`config.mk`:
```
export PLATFORM = sky130hd
export DESIGN_NAME = multicycle_control_fsm
export DESIGN_NICKNAME = d
export VERILOG_FILES = /design/src/rtl/multicycle_control_fsm_pkg.sv /design/src/rtl/multicycle_control_fsm_mem_wait_timer.sv /design/src/rtl/multicycle_control_fsm.sv
export SDC_FILE = /design/constraint.sdc
export NUM_CORES = 1
export LEC_CHECK = 0
export CORE_MARGIN = 4
export CORE_UTILIZATION = 45
export CTS_BUF_LIST = sky130_fd_sc_hd__clkbuf_4 sky130_fd_sc_hd__clkbuf_8 sky130_fd_sc_hd__clkbuf_16
export DETAILED_ROUTE_END_ITERATION = 8
export GPL_ROUTABILITY_DRIVEN = 1
export PLACE_DENSITY_LB_ADDON = 0.15
export SLEW_MARGIN = 40
export SYNTH_ARGS = -nofsm -noshare
export SYNTH_HDL_FRONTEND = slang
export SYNTH_HIERARCHICAL = 1
export SYNTH_SLANG_ARGS = --single-unit
export TNS_END_PERCENT = 100
```
`constraint.sdc`:
```
create_clock -name Clk -period 4.9 [get_ports Clk]
set_clock_uncertainty 0.1 [all_clocks]
set_input_delay 0.735 -clock Clk [delete_from_list [all_inputs] [get_ports Clk]]
set_output_delay 0.735 -clock Clk [all_outputs]
set_load 0.05 [all_outputs]
```
`src/rtl/multicycle_control_fsm_pkg.sv`:
```
// Shared definitions for the multicycle CPU main control unit.
// Holds the controller state encoding, the opcode-class codes taken from
// Opcode[5:3], and the ALUOp / ALUSrcB / PCSource encodings. The ALU control
// decoder imports the same ALUOp codes.
package multicycle_control_fsm_pkg;

  typedef enum logic [3:0] {
    ST_RST,
    ST_FETCH,
    ST_DECODE,
    ST_MEM_ADDR,
    ST_MEM_RD,
    ST_LW_WB,
    ST_MEM_WR,
    ST_EXEC_R,
    ST_R_WB,
    ST_EXEC_I,
    ST_I_WB,
    ST_BRANCH,
    ST_JUMP,
    ST_HALT,
    ST_TRAP
  } state_e;

  // Instruction classes decoded from Opcode[5:3]
  localparam logic [2:0] CLS_RTYPE   = 3'b000;
  localparam logic [2:0] CLS_ITYPE   = 3'b001;
  localparam logic [2:0] CLS_LW      = 3'b010;
  localparam logic [2:0] CLS_SW      = 3'b011;
  localparam logic [2:0] CLS_BRANCH  = 3'b100;
  localparam logic [2:0] CLS_JUMP    = 3'b101;
  localparam logic [2:0] CLS_ILLEGAL = 3'b110;
  localparam logic [2:0] CLS_HALT    = 3'b111;

  // ALUOp codes seen by the ALU control decoder
  localparam logic [1:0] ALUOP_ADD    = 2'b00;
  localparam logic [1:0] ALUOP_IMM    = 2'b01;
  localparam logic [1:0] ALUOP_BRANCH = 2'b10;
  localparam logic [1:0] ALUOP_RTYPE  = 2'b11;

  // ALU B-operand select
  localparam logic [1:0] ALUB_REGB     = 2'b00;
  localparam logic [1:0] ALUB_FOUR     = 2'b01;
  localparam logic [1:0] ALUB_IMM      = 2'b10;
  localparam logic [1:0] ALUB_IMM_SHL2 = 2'b11;

  // Next-PC source select
  localparam logic [1:0] PCSRC_ALU    = 2'b00;
  localparam logic [1:0] PCSRC_ALUOUT = 2'b01;
  localparam logic [1:0] PCSRC_JUMP   = 2'b10;

  // Wait counter width; covers timeout limits up to 255
  localparam int WAIT_W = 8;

endpackage

```
`src/rtl/multicycle_control_fsm_mem_wait_timer.sv`:
```
// Memory wait timer for the main control unit.
// Counts the cycles a memory-access state has spent without MemReady and
// flags a timeout once the limit is reached while memory is still not ready.
// Ports:
//   Clk, Rst_n  - clock and asynchronous active-low reset
//   i_clear     - restart the count (controller is entering a new state)
//   i_waiting   - controller sits in a memory-access state
//   i_ready     - MemReady from memory
//   o_timeout   - limit reached and memory still not ready this cycle
module mem_wait_timer #(
  parameter int LIMIT = 15,
  parameter int W     = 8
) (
  input  logic Clk,
  input  logic Rst_n,
  input  logic i_clear,
  input  logic i_waiting,
  input  logic i_ready,
  output logic o_timeout
);

  localparam logic [W-1:0] LIMIT_V = W'(LIMIT);

  logic [W-1:0] r_count;

  // Clear takes priority so the count always starts at zero in a new state;
  // only cycles spent waiting without MemReady are counted.
  always_ff @(posedge Clk or negedge Rst_n) begin
    if (!Rst_n) begin
      r_count <= '0;
    end else if (i_clear) begin
      r_count <= '0;
    end else if (i_waiting && !i_ready) begin
      r_count <= r_count + W'(1);
    end
  end

  // A MemReady arriving on the limit cycle still completes the access
  assign o_timeout = i_waiting && !i_ready && (r_count == LIMIT_V);

endmodule

```
`src/rtl/multicycle_control_fsm.sv`:
```
// Main control unit of the multicycle CPU.
// Moore FSM sequencing fetch/decode/execute/memory/writeback, driving all
// datapath muxes and enables plus the 2-bit ALUOp to the ALU control decoder.
// Stalls on MemReady, traps illegal opcodes and memory timeouts, and counts
// retired instructions.
// Ports:
//   Clk, Rst_n          - clock, asynchronous active-low reset
//   Opcode, Zero        - IR[31:26] and ALU zero flag
//   MemReady            - memory completes the current access this cycle
//   PCWrite..PCSource   - datapath controls
//   Halted, Trap        - terminal-state indicators
//   Retired             - retired-instruction count (wraps)
module multicycle_control_fsm
  import multicycle_control_fsm_pkg::*;
#(
  parameter int MEM_TIMEOUT = 15,
  parameter int CNT_W       = 16
) (
  input  logic             Clk,
  input  logic             Rst_n,
  input  logic [5:0]       Opcode,
  input  logic             Zero,
  input  logic             MemReady,
  output logic             PCWrite,
  output logic             PCWriteCond,
  output logic             BranchNE,
  output logic             IorD,
  output logic             MemRead,
  output logic             MemWrite,
  output logic             IRWrite,
  output logic             MemtoReg,
  output logic             RegDst,
  output logic             RegWrite,
  output logic             ALUSrcA,
  output logic [1:0]       ALUSrcB,
  output logic [1:0]       ALUOp,
  output logic [1:0]       PCSource,
  output logic             Halted,
  output logic             Trap,
  output logic [CNT_W-1:0] Retired
);

  state_e           r_state;
  state_e           w_nextState;
  logic             r_branchNe;
  logic [CNT_W-1:0] r_retired;
  logic             w_retire;
  logic             w_waiting;
  logic             w_timeout;
  logic             w_timerClear;
  logic [2:0]       w_class;
  logic             w_unusedBits;

  assign w_class = Opcode[5:3];

  // Branch resolution (Zero combined with PCWriteCond/BranchNE) happens in
  // the datapath, and Opcode[2:1] carry no control meaning here.
  assign w_unusedBits = ^{Zero, Opcode[2:1]};

  // Any state change restarts the wait count, covering every entry into
  // FETCH, MEM_RD and MEM_WR.
  assign w_timerClear = (w_nextState != r_state);

  mem_wait_timer #(
    .LIMIT(MEM_TIMEOUT),
    .W    (WAIT_W)
  ) u_memWaitTimer (
    .Clk      (Clk),
    .Rst_n    (Rst_n),
    .i_clear  (w_timerClear),
    .i_waiting(w_waiting),
    .i_ready  (MemReady),
    .o_timeout(w_timeout)
  );

  // State register, BNE/BEQ select captured while decoding, retire counter
  always_ff @(posedge Clk or negedge Rst_n) begin
    if (!Rst_n) begin
      r_state    <= ST_RST;
      r_branchNe <= 1'b0;
      r_retired  <= '0;
    end else begin
      r_state <= w_nextState;
      if (r_state == ST_DECODE) begin
        r_branchNe <= Opcode[0];
      end
      if (w_retire) begin
        r_retired <= r_retired + CNT_W'(1);
      end
    end
  end

  assign Retired = r_retired;

  // Next-state and Moore outputs. IRWrite/PCWrite in FETCH are the single
  // exception: they are qualified by MemReady so the IR loads only once.
  always_comb begin
    w_nextState = r_state;
    w_retire    = 1'b0;
    w_waiting   = 1'b0;
    PCWrite     = 1'b0;
    PCWriteCond = 1'b0;
    BranchNE    = 1'b0;
    IorD        = 1'b0;
    MemRead     = 1'b0;
    MemWrite    = 1'b0;
    IRWrite     = 1'b0;
    MemtoReg    = 1'b0;
    RegDst      = 1'b0;
    RegWrite    = 1'b0;
    ALUSrcA     = 1'b0;
    ALUSrcB     = ALUB_REGB;
    ALUOp       = ALUOP_ADD;
    PCSource    = PCSRC_ALU;
    Halted      = 1'b0;
    Trap        = 1'b0;
    case (r_state)
      ST_RST: w_nextState = ST_FETCH;
      ST_FETCH: begin
        MemRead   = 1'b1;
        ALUSrcB   = ALUB_FOUR;
        w_waiting = 1'b1;
        if (MemReady) begin
          IRWrite     = 1'b1;
          PCWrite     = 1'b1;
          w_nextState = ST_DECODE;
        end else if (w_timeout) begin
          w_nextState = ST_TRAP;
        end
      end
      ST_DECODE: begin
        ALUSrcB = ALUB_IMM_SHL2;
        case (w_class)
          CLS_RTYPE:   w_nextState = ST_EXEC_R;
          CLS_ITYPE:   w_nextState = ST_EXEC_I;
          CLS_LW:      w_nextState = ST_MEM_ADDR;
          CLS_SW:      w_nextState = ST_MEM_ADDR;
          CLS_BRANCH:  w_nextState = ST_BRANCH;
          CLS_JUMP:    w_nextState = ST_JUMP;
          CLS_ILLEGAL: w_nextState = ST_TRAP;
          CLS_HALT: begin
            w_nextState = ST_HALT;
            w_retire    = 1'b1;
          end
        endcase
      end
      ST_MEM_ADDR: begin
        ALUSrcA     = 1'b1;
        ALUSrcB     = ALUB_IMM;
        w_nextState = (w_class == CLS_SW) ? ST_MEM_WR : ST_MEM_RD;
      end
      ST_MEM_RD: begin
        MemRead   = 1'b1;
        IorD      = 1'b1;
        w_waiting = 1'b1;
        if (MemReady) begin
          w_nextState = ST_LW_WB;
        end else if (w_timeout) begin
          w_nextState = ST_TRAP;
        end
      end
      ST_LW_WB: begin
        RegWrite    = 1'b1;
        MemtoReg    = 1'b1;
        w_retire    = 1'b1;
        w_nextState = ST_FETCH;
      end
      ST_MEM_WR: begin
        MemWrite  = 1'b1;
        IorD      = 1'b1;
        w_waiting = 1'b1;
        if (MemReady) begin
          w_retire    = 1'b1;
          w_nextState = ST_FETCH;
        end else if (w_timeout) begin
          w_nextState = ST_TRAP;
        end
      end
      ST_EXEC_R: begin
        ALUSrcA     = 1'b1;
        ALUSrcB     = ALUB_REGB;
        ALUOp       = ALUOP_RTYPE;
        w_nextState = ST_R_WB;
      end
      ST_R_WB: begin
        RegWrite    = 1'b1;
        RegDst      = 1'b1;
        w_retire    = 1'b1;
        w_nextState = ST_FETCH;
      end
      ST_EXEC_I: begin
        ALUSrcA     = 1'b1;
        ALUSrcB     = ALUB_IMM;
        ALUOp       = ALUOP_IMM;
        w_nextState = ST_I_WB;
      end
      ST_I_WB: begin
        RegWrite    = 1'b1;
        w_retire    = 1'b1;
        w_nextState = ST_FETCH;
      end
      ST_BRANCH: begin
        ALUSrcA     = 1'b1;
        ALUSrcB     = ALUB_REGB;
        ALUOp       = ALUOP_BRANCH;
        PCWriteCond = 1'b1;
        PCSource    = PCSRC_ALUOUT;
        BranchNE    = r_branchNe;
        w_retire    = 1'b1;
        w_nextState = ST_FETCH;
      end
      ST_JUMP: begin
        PCWrite     = 1'b1;
        PCSource    = PCSRC_JUMP;
        w_retire    = 1'b1;
        w_nextState = ST_FETCH;
      end
      ST_HALT: Halted = 1'b1;
      ST_TRAP: Trap = 1'b1;
      default: w_nextState = ST_RST;
    endcase
  end

endmodule
```
Yosys cells after proc, flatten, opt, wreduce, memory -nomap -nowiden
Index checks and enable logic that the tools add are counted.
W data, S select, Z words.
{"block": "op_classes", "n_reduce_logical": 16, "addsub": 2, "n_mux": 29, "eq_ne": 23}
{"cell": "$pmux W4 S9", "count": 1}
{"cell": "$eq A4 B4 Y1 const B", "count": 7}
{"cell": "$pmux W4 S7", "count": 1}
{"cell": "$add A16 B1 Y16 const B", "count": 1}
{"cell": "$eq A4 B3 Y1 const B", "count": 4}
{"cell": "$mux W4", "count": 4}
{"cell": "$mux W8", "count": 2}
{"cell": "$mux W1", "count": 15}
{"cell": "$eq A3 B3 Y1 const B", "count": 4}
{"cell": "$pmux W2 S3", "count": 2}
{"cell": "$reduce_or A2 Y1", "count": 5}
{"cell": "$add A8 B1 Y8 const B", "count": 1}
{"cell": "$eq A4 B2 Y1 const B", "count": 2}
{"cell": "$eq A8 B4 Y1 const B", "count": 1}
{"cell": "$eq A3 B2 Y1 const B", "count": 2}
{"cell": "$reduce_or A3 Y1", "count": 2}
{"cell": "$reduce_or A6 Y1", "count": 1}
{"cell": "$reduce_or A5 Y1", "count": 1}
{"cell": "$eq A4 B1 Y1 const B", "count": 1}
{"cell": "$logic_not A4 Y1", "count": 1}
{"cell": "$ne A4 B4 Y1", "count": 1}
{"cell": "$pmux W2 S2", "count": 1}
{"cell": "$reduce_or A4 Y1", "count": 1}
{"cell": "$eq A3 B1 Y1 const B", "count": 1}
{"cell": "other kinds (7)", "count": 8}
{"block": "totals", "out_inout_bits": 35, "input_bits": 10, "word_cells": 74, "reg_bits": 29}

Longest topological paths before layout
Gate-level depths: netlist of run 1.
{"block": "depth", "depth_word": 10, "depth_mapped": 16, "depth_no_buf": 14}

Hierarchy
The synthesis of run 1 kept the hierarchy.
{"mod": "multicycle_control_fsm", "area_each_um2": 1534.0, "cells_per_inst": 174, "seq_area_each_um2": 525.5, "instances": 1}
{"mod": "mem_wait_timer", "area_each_um2": 444.2, "cells_per_inst": 44, "seq_area_each_um2": 200.2, "instances": 1}

Worst setup path after synthesis of run 1
No wires, ideal clock.
{"block": "synth_path", "kind": "register to register", "from": "register r_state[0]", "to": "register u_memWaitTimer.r_count[7]", "t_required_ps": 4672, "synth_period_minus_slack_ps": 4455, "setup_slack_ps": 445, "arrival_ps": 4228, "n_path_buf": 1, "stages_incl_launch_ff": 15, "setup_ps": 128, "cell_sequence": "dfrtp_1 > buf_4 > nand2b_2 > a211oi_1 > or2_2 > nand3b_1 > nor3_1 > nor2b_1 > a211oi_1 > nor2_1 > a211oi_1 > o221ai_1 > inv_1 > a2111oi_4 > mux2_1"}
{"block": "synth_between", "elab_chain_len": 10, "elab_cells_between_ends": 29, "classes_between": "eq/ne (15); mux (7); reduce/logical (7)"}
{"element": "start: declaration", "line": "multicycle_control_fsm.sv:43", "text": "state_e r_state;"}
{"element": "start signal: assignment", "line": "multicycle_control_fsm.sv:83", "text": "r_state <= w_nextState;"}
{"element": "$eq A4 B3 Y1 or $eq A4 B1 Y1 (tied branches)", "line": "multicycle_control_fsm.sv:117", "text": "case (r_state)"}
{"element": "$reduce_or A3 Y1 (no source line) (*)"}
{"element": "$mux W1 (*)", "line": "multicycle_control_fsm.sv:117"}
{"element": "named net w_waiting", "line": "multicycle_control_fsm.sv:48", "text": "logic w_waiting;"}
{"element": "$logic_and A1 B1 Y1 (*) (2 in series)", "line": "multicycle_control_fsm_mem_wait_timer.sv:39", "text": "assign o_timeout = i_waiting && !i_ready && (r_count == LIMIT_V);"}
{"element": "named net w_timeout", "line": "multicycle_control_fsm.sv:49", "text": "logic w_timeout;"}
{"element": "$mux W4 (*)", "line": "multicycle_control_fsm.sv:127, multicycle_control_fsm.sv:158, multicycle_control_fsm.sv:175"}
{"element": "$mux W4, on equally long branches", "line": "multicycle_control_fsm.sv:172, multicycle_control_fsm.sv:123, multicycle_control_fsm.sv:156"}
{"element": "$pmux W4 S9 (*)", "line": "multicycle_control_fsm.sv:117"}
{"element": "$ne A4 B4 Y1 (*)", "line": "multicycle_control_fsm.sv:62", "text": "assign w_timerClear = (w_nextState != r_state);"}
{"element": "named net w_timerClear", "line": "multicycle_control_fsm.sv:50", "text": "logic w_timerClear;"}
{"element": "$mux W8 or $reduce_bool A2 Y1 (tied branches)"}
{"element": "end signal: assignment", "line": "multicycle_control_fsm_mem_wait_timer.sv:34", "text": "r_count <= r_count + W'(1);"}
{"element": "end: declaration", "line": "multicycle_control_fsm_mem_wait_timer.sv:24", "text": "logic [W-1:0] r_count;"}
The timed path passes the listed nets; every way through them passes the cells marked *.
A chain may end at the register's enable or synchronous reset.

Worst setup path after layout of run 1
{"block": "layout_path", "from": "register r_state[1]", "to": "register u_memWaitTimer.r_count[7]"}
Same word-level chain as after synthesis.

==> impl_results.md, run 1 <==
* CP endpoint kind: flop
* First-pass GRT wire length at 7450 um
* Adder-cell share of the synthesized area at 1.27%
* RSZ-0062 raised after global routing: no
* Crit path kind: flop to flop
* Simple-gate share of the synthesized area at 28.9%
* Total grt overflow at 0
* Clk sinks at 29
* Rows at 23
* Post-synth ARST share at 100%
* FF-to-FF setup slack at 0.77 ns
* Vias in the first global route at 1579
* XOR/XNOR share of the synthesized area at 8.86%
* Netlist cell types at 56
* H-tree depth at 2
* Final Cycle Share at 84.4%
* Leading area contributor after synthesis: dfrtp_1
* Final nets at 272
* Post-CTS setup buffer count at 0
* WP data required at 4.96 ns
* Post-synth top area share at 36.7%
* TritonCTS Buffers at 5
* Post-CTS sizing at 0
* Die X at 74.3 um
* Hold-fix buffers at CTS at 0
* Vias at 1723
* Ys flop type: dfrtp_1
* Max cap viols at 0
* Hold slack at 0.369 ns
* RD Place Congestion at 0.797
* Min Tclk post-route at 4.13 ns
* Setup Slack @ Placement at 0.834 ns
* Largest net degree at the start of global routing at 30
* Synth cell count leaders: dfrtp_1 (29), nor2_1 (24), xor2_1 (17)
* Reg2reg end: u_memWaitTimer/r_count[7]
* Synth Area in Compound Gates at 15.9%
* Most frequent cell after synthesis: dfrtp_1
* Mapped cell area at 0.00198 sq mm
* Worst vdd ir at 0.000449 V
* Syn nets at 230
* Main combinational cell family by area after synthesis: simple AND/OR/NAND/NOR gates
* Core ar. at 0.00412 sq mm
* Syn. warnings at 6
* Setup violators final at 0
* TritonCTS clock tree: yes
* Max FO, Critical Path at 22
* Max Slew Vio Count at 0
* Syn Inst Count at 218
* Final Util at 61.2%
* Hpwl dp at 3260 um
* DR vias/cell at 5.54
* Final wirelength at 4470 um
* Root buf cell: clkbuf_8
* Avg WL per Cell at 14.4 um
* Clk Latency, worst-skew pair at 0.28 ns
* Hold/Removal Path Class: flop to flop
* Leak at 1.08 nW
* Area grow syn2layout at 27.4%
* Reg2Reg Launch Point: r_state[1]
* Pwr/cell area at 590 mW/mm^2
* Final WS setup at 0.767 ns
* Mean Syn Cell Area at 9.07 sq um
* Crit path DAT at 4.19 ns
* Worst Tran Pin Value at 0.719 ns
* Dominant cells by area after synthesis: dfrtp_1 (37%), xor2_1 (7.5%), nor2_1 (4.6%)
* Max_slew headroom at 52.0%
* Layout cells sized above 1 at 12.6%
* Post-synthesis sequential area ratio at 36.7%
* Status: finished, final reports clean
* Register area at 726 sq um
* CTS max path bufs at 2
* Setup TNS at 0 ns
* Layout fillers at 387
* I/O Pins at 45
* Setup crit start: r_state[1]
* Cells on worst reg2reg path at 14
* Number of synthesized register bits at 29
* Antenna diode count at 0
* EDFF count, synth at 0
* Worst Setup EP: u_memWaitTimer/r_count[7]
* Die Y at 74.3 um
* Startpoint types: flop
* Fmax at 242 MHz
* Proportion of synthesized area in mux cells at 3.92%
* Initial DRC count at 155
* Port Buf Inserts at 41
* ANT nets after route at 0
* Total iterations of the first detailed-routing run at 4
* Initial antenna violation count at 0
* Final hold vios at 0
* Footprint of the multi-input gates at 0.00116 sq mm
* Die ar. at 0.00552 sq mm
* Drt drc at 0
* Power Total at 0.00149 W
* Clock slew at reported path FFs at 0.07 ns
* Starting Density at 48.1%
* Total GRT Usage at 17.3%
## kinds of logic (layout without fill, tap and decap cells)
group	count (synthesis)	in the layout
XOR/XNOR	20	20
buffers and inverters	19	62
multiplexers	7	7
AND/OR/NAND/NOR	98	98
AO/OA/AOI/OAI	43	43
flip-flops	29	29
adder cells (fa/ha/maj)	2	2
## metal layers
layer  part of all wire [%]  wire, um  up-vias  global-route usage (%)
li1                       -         -      854                       -
met1                     46      2040      816                    23.9
met2                     47      2120       48                    27.5
met3                    6.2       279        5                    4.32
met4                   0.89        40        0                    4.15
met5                      0         0        -                       0
## registers in the layout, indices dropped and copies added, names as in the netlist
| register | count |
|---|---|
| r_branchNe | 1 |
| r_state | 4 |
| Retired | 16 |
| u_memWaitTimer/r_count | 8 |
## how the worst min path moves through the flow
| stage | from | end | slack (ns) | cells after the start |
|---|---|---|---|---|
| 2_1_floorplan | Rst_n | Retired[0] | 0.34 | 0 |
| 3_3_place_gp | Retired[15] | Retired[15] | 0.36 | 1 |
| 3_5_place_dp | Retired[15] | Retired[15] | 0.36 | 1 |
| 4_1_cts | Retired[15] | Retired[15] | 0.37 | 1 |
| 5_1_grt | Retired[15] | Retired[15] | 0.38 | 1 |
| 6_report | Retired[15] | Retired[15] | 0.37 | 1 |
## per-stage QoR
step,area [sq um],std cells
finish,2520,311
global route,2520,311
detailed placement,2430,303
CTS,2520,311
global placement,2430,303
floorplan,1980,218
## layout by cell type (no fill, tap or decap), types with 3 or more instances in the layout
cell type,synthesis,final
clkdlybuf4s50_1,0,41
dfrtp_1,29,29
nor2_1,24,24
xor2_1,17,17
nand2_1,13,13
a21oi_1,12,12
nor3_1,10,10
o21ai_0,9,9
inv_1,7,7
nand3_1,6,6
buf_4,1,6
nand2b_1,5,5
nor2b_1,5,5
a211oi_1,5,5
nor3b_1,5,5
clkbuf_8,0,5
nand3b_1,4,4
mux2_2,4,4
a31oi_1,3,3
or3_1,3,3
xnor2_1,3,3
## area by class of cell
class / count / share of cell area (%)
Tap cell: 50 / 2.48
Clock inverter: 3 / 0.695
Sequential cell: 29 / 28.8
Multi-Input combinational cell: 170 / 46.2
Inverter: 7 / 1.04
Clock buffer: 5 / 2.73
Timing Repair Buffer: 47 / 18.1
## worst max-delay path: stages (launching register included)
cell and delay [ns]:
dfrtp_1 0.81, nand2b_4 0.16, nor2_1 0.21, or2_2 0.18, nand3b_1 0.16, nor3_1 0.46
nor2b_1 0.36, a211oi_1 0.13, nor2_1 0.18, a211oi_1 0.09, o221ai_1 0.21, buf_4 0.21
inv_1 0.09, a2111oi_4 0.30, mux2_1 0.35
## power breakdown
part	internal, W	switching [W]
clock network	0.0000978	0.0000968
logic	0.000328	0.000587
registers	0.000286	0.0000905
total	0.000712	0.000774
(Power assumes the default switching activity.)
==> run 2: changes to the inputs <==
==> constraint.sdc (replaced) <==
create_clock -name Clk -period 3.5 [get_ports Clk]
set_clock_uncertainty 0.1 [all_clocks]
set_input_delay 0.525 -clock Clk [delete_from_list [all_inputs] [get_ports Clk]]
set_output_delay 0.525 -clock Clk [all_outputs]
set_load 0.05 [all_outputs]
==> impl_results.md, run 2 (synthesized netlist as in run 1, its figures left out) <==
* Status: finished, final reports clean
* Final Util at 62.8% (+1.6 points)
* Starting Density at 48.1% (unchanged)
* Avg WL per Cell at 14.3 um (-0.34%)
* Number of flip-flops in the largest register at 16 (unchanged)
* Initial DRC count at 162 (+4.5%)
* Post-CTS setup buffer count at 0 (unchanged)
* First-pass GRT wire length at 7890 um (+6.0%)
* Die Y at 74.3 um (unchanged)
* WP data required at 3.56 ns (-1.40 ns)
* Max Slew Vio Count at 0 (unchanged)
* Port Buf Inserts at 41 (unchanged)
* RSZ-0062 raised after global routing: no
* RD Place Congestion at 0.805 (+0.99%)
* Hold-fix buffers at CTS at 0 (unchanged)
* Die ar. at 0.00552 sq mm (unchanged)
* Crit path kind: flop to flop
* I/O Pins at 45 (unchanged)
* Max FO, Critical Path at 5 (-77%)
* Total GRT Usage at 18.2% (+0.94 points)
* Worst Tran Pin Value at 0.691 ns (-0.0280 ns)
* Commonest non-fill, non-tap cell in the layout: clkdlybuf4s50_1
* Vias in the first global route at 1690 (+7.0%)
* Initial antenna violation count at 0 (unchanged)
* Hold slack at 0.372 ns (+0.00313 ns)
* Final WS setup at 0.248 ns (-0.519 ns)
* Fmax at 307 MHz (+27%)
* DR vias/cell at 5.54 (about the same)
* ANT nets after route at 0 (unchanged)
* Most frequent cells in the layout: clkdlybuf4s50_1 (41), dfrtp_1 (29), nor2_1 (23)
* Drt drc at 0 (unchanged)
* Clock slew at reported path FFs at 0.06 ns (about the same)
* Clk sinks at 29 (unchanged)
* Setup TNS at 0 ns (unchanged)
* Startpoint types: flop
* Post-CTS sizing at 0 (unchanged)
* CP endpoint kind: flop
* Clk Latency, worst-skew pair at 0.27 ns (about the same)
* Final wirelength at 4500 um (+0.63%)
* Setup Slack @ Placement at 0.237 ns (-0.597 ns)
* Crit path DAT at 3.31 ns (-0.88 ns)
* Hpwl dp at 3310 um (+1.5%)
* Pwr/cell area at 821 mW/mm^2 (+39%)
* Worst vdd ir at 0.000546 V (+22%)
* Final hold vios at 0 (unchanged)
* Die X at 74.3 um (unchanged)
* TritonCTS Buffers at 5 (unchanged)
* CTS max path bufs at 2 (unchanged)
* Root buf cell: clkbuf_8
* Total iterations of the first detailed-routing run at 5 (+1)
* Antenna diode count at 0 (unchanged)
* H-tree depth at 2 (unchanged)
* Total grt overflow at 0 (unchanged)
* Min Tclk post-route at 3.25 ns (-0.881 ns)
* Leak at 1.10 nW (+2.5%)
* Rows at 23 (unchanged)
* Setup violators final at 0 (unchanged)
* Final Cycle Share at 92.9% (+8.6 points)
* Largest net degree at the start of global routing at 30 (unchanged)
* Max_slew headroom at 53.8% (+1.7 points)
* Final nets at 275 (+1.1%)
* Hold/Removal Path Class: flop to flop
* Max cap viols at 0 (unchanged)
* Layout cells sized above 1 at 15.5% (+2.9 points)
* TritonCTS clock tree: yes
* Core ar. at 0.00412 sq mm (unchanged)
* Vias at 1738 (+0.87%)
* Area grow syn2layout at 30.6%
[run 2: cell count changes in the layout (fill, tap and decap cells not counted), sizes merged]
| cell | change |
|---|---|
| buf | +3 |
| clkbuf | +1 |
| clkinvlp | -1 |
[run 2: worst max-delay path, stage by stage (launching register included)]
cell,delay [ns]
dfrtp_1,0.45
nand2b_1,0.23
a211oi_4,0.22
or2_4,0.16
nand3b_1,0.10
nor3_2,0.27
nor3_1,0.09
nor2_1,0.19
o311ai_2,0.13
nor3b_1,0.17
o221ai_1,0.24
inv_1,0.14
a2111oi_4,0.30
mux2_1,0.35
[run 2: metrics by stage]
step / power (W) / cells / instance area (sq um)
2_1_floorplan: 0.00151 / 218 / 2020
3_3_place_gp: 0.00186 / 306 / 2500
3_5_place_dp: 0.00186 / 306 / 2500
4_1_cts: 0.00214 / 314 / 2580
5_1_grt: 0.00227 / 314 / 2580
6_report: 0.00212 / 314 / 2580
[run 2: path summary, 6_finish.rpt]
check	start	endpoint	slack (ns)	cells past startpoint
max in group asynchronous	Rst_n	r_branchNe	2.49	2
min reg2reg	Retired[15]	Retired[15]	0.37	1
min in group asynchronous	Rst_n	r_state[3]	0.54	2
max reg2reg	r_state[2]	u_memWaitTimer/r_count[7]	0.25	13
min	Retired[15]	Retired[15]	0.37	1
max	r_state[2]	u_memWaitTimer/r_count[7]	0.25	13
[run 2: power by group]
part	internal, W	switching [W]	leakage (nW)	total (W)
clock	0.000145	0.000122	0.0484	0.000267
combinational	0.000487	0.000879	0.670	0.00137
sequential	0.000402	0.0000876	0.384	0.000489
[run 2: area by class of cell]
cell class	instances	area (sq um)
Fill cell	367	1530
Multi-Input combinational cell	170	1200
Sequential cell	29	726
Timing Repair Buffer	50	478
Clock buffer	6	76.3
Tap cell	50	62.6
Inverter	7	26.3
Clock inverter	2	10.0
[run 2: per-layer routing]
| layer | wire [um] | share of wire, % | vias to the layer above | GRT usage (%) |
|---|---|---|---|---|
| li1 | - | - | 863 | - |
| met4 | 34 | 0.76 | 0 | 4.15 |
| met5 | 0 | 0 | - | 0 |
| met2 | 2150 | 48 | 45 | 29.5 |
| met1 | 2090 | 46 | 825 | 25.6 |
| met3 | 228 | 5.1 | 5 | 3.24 |
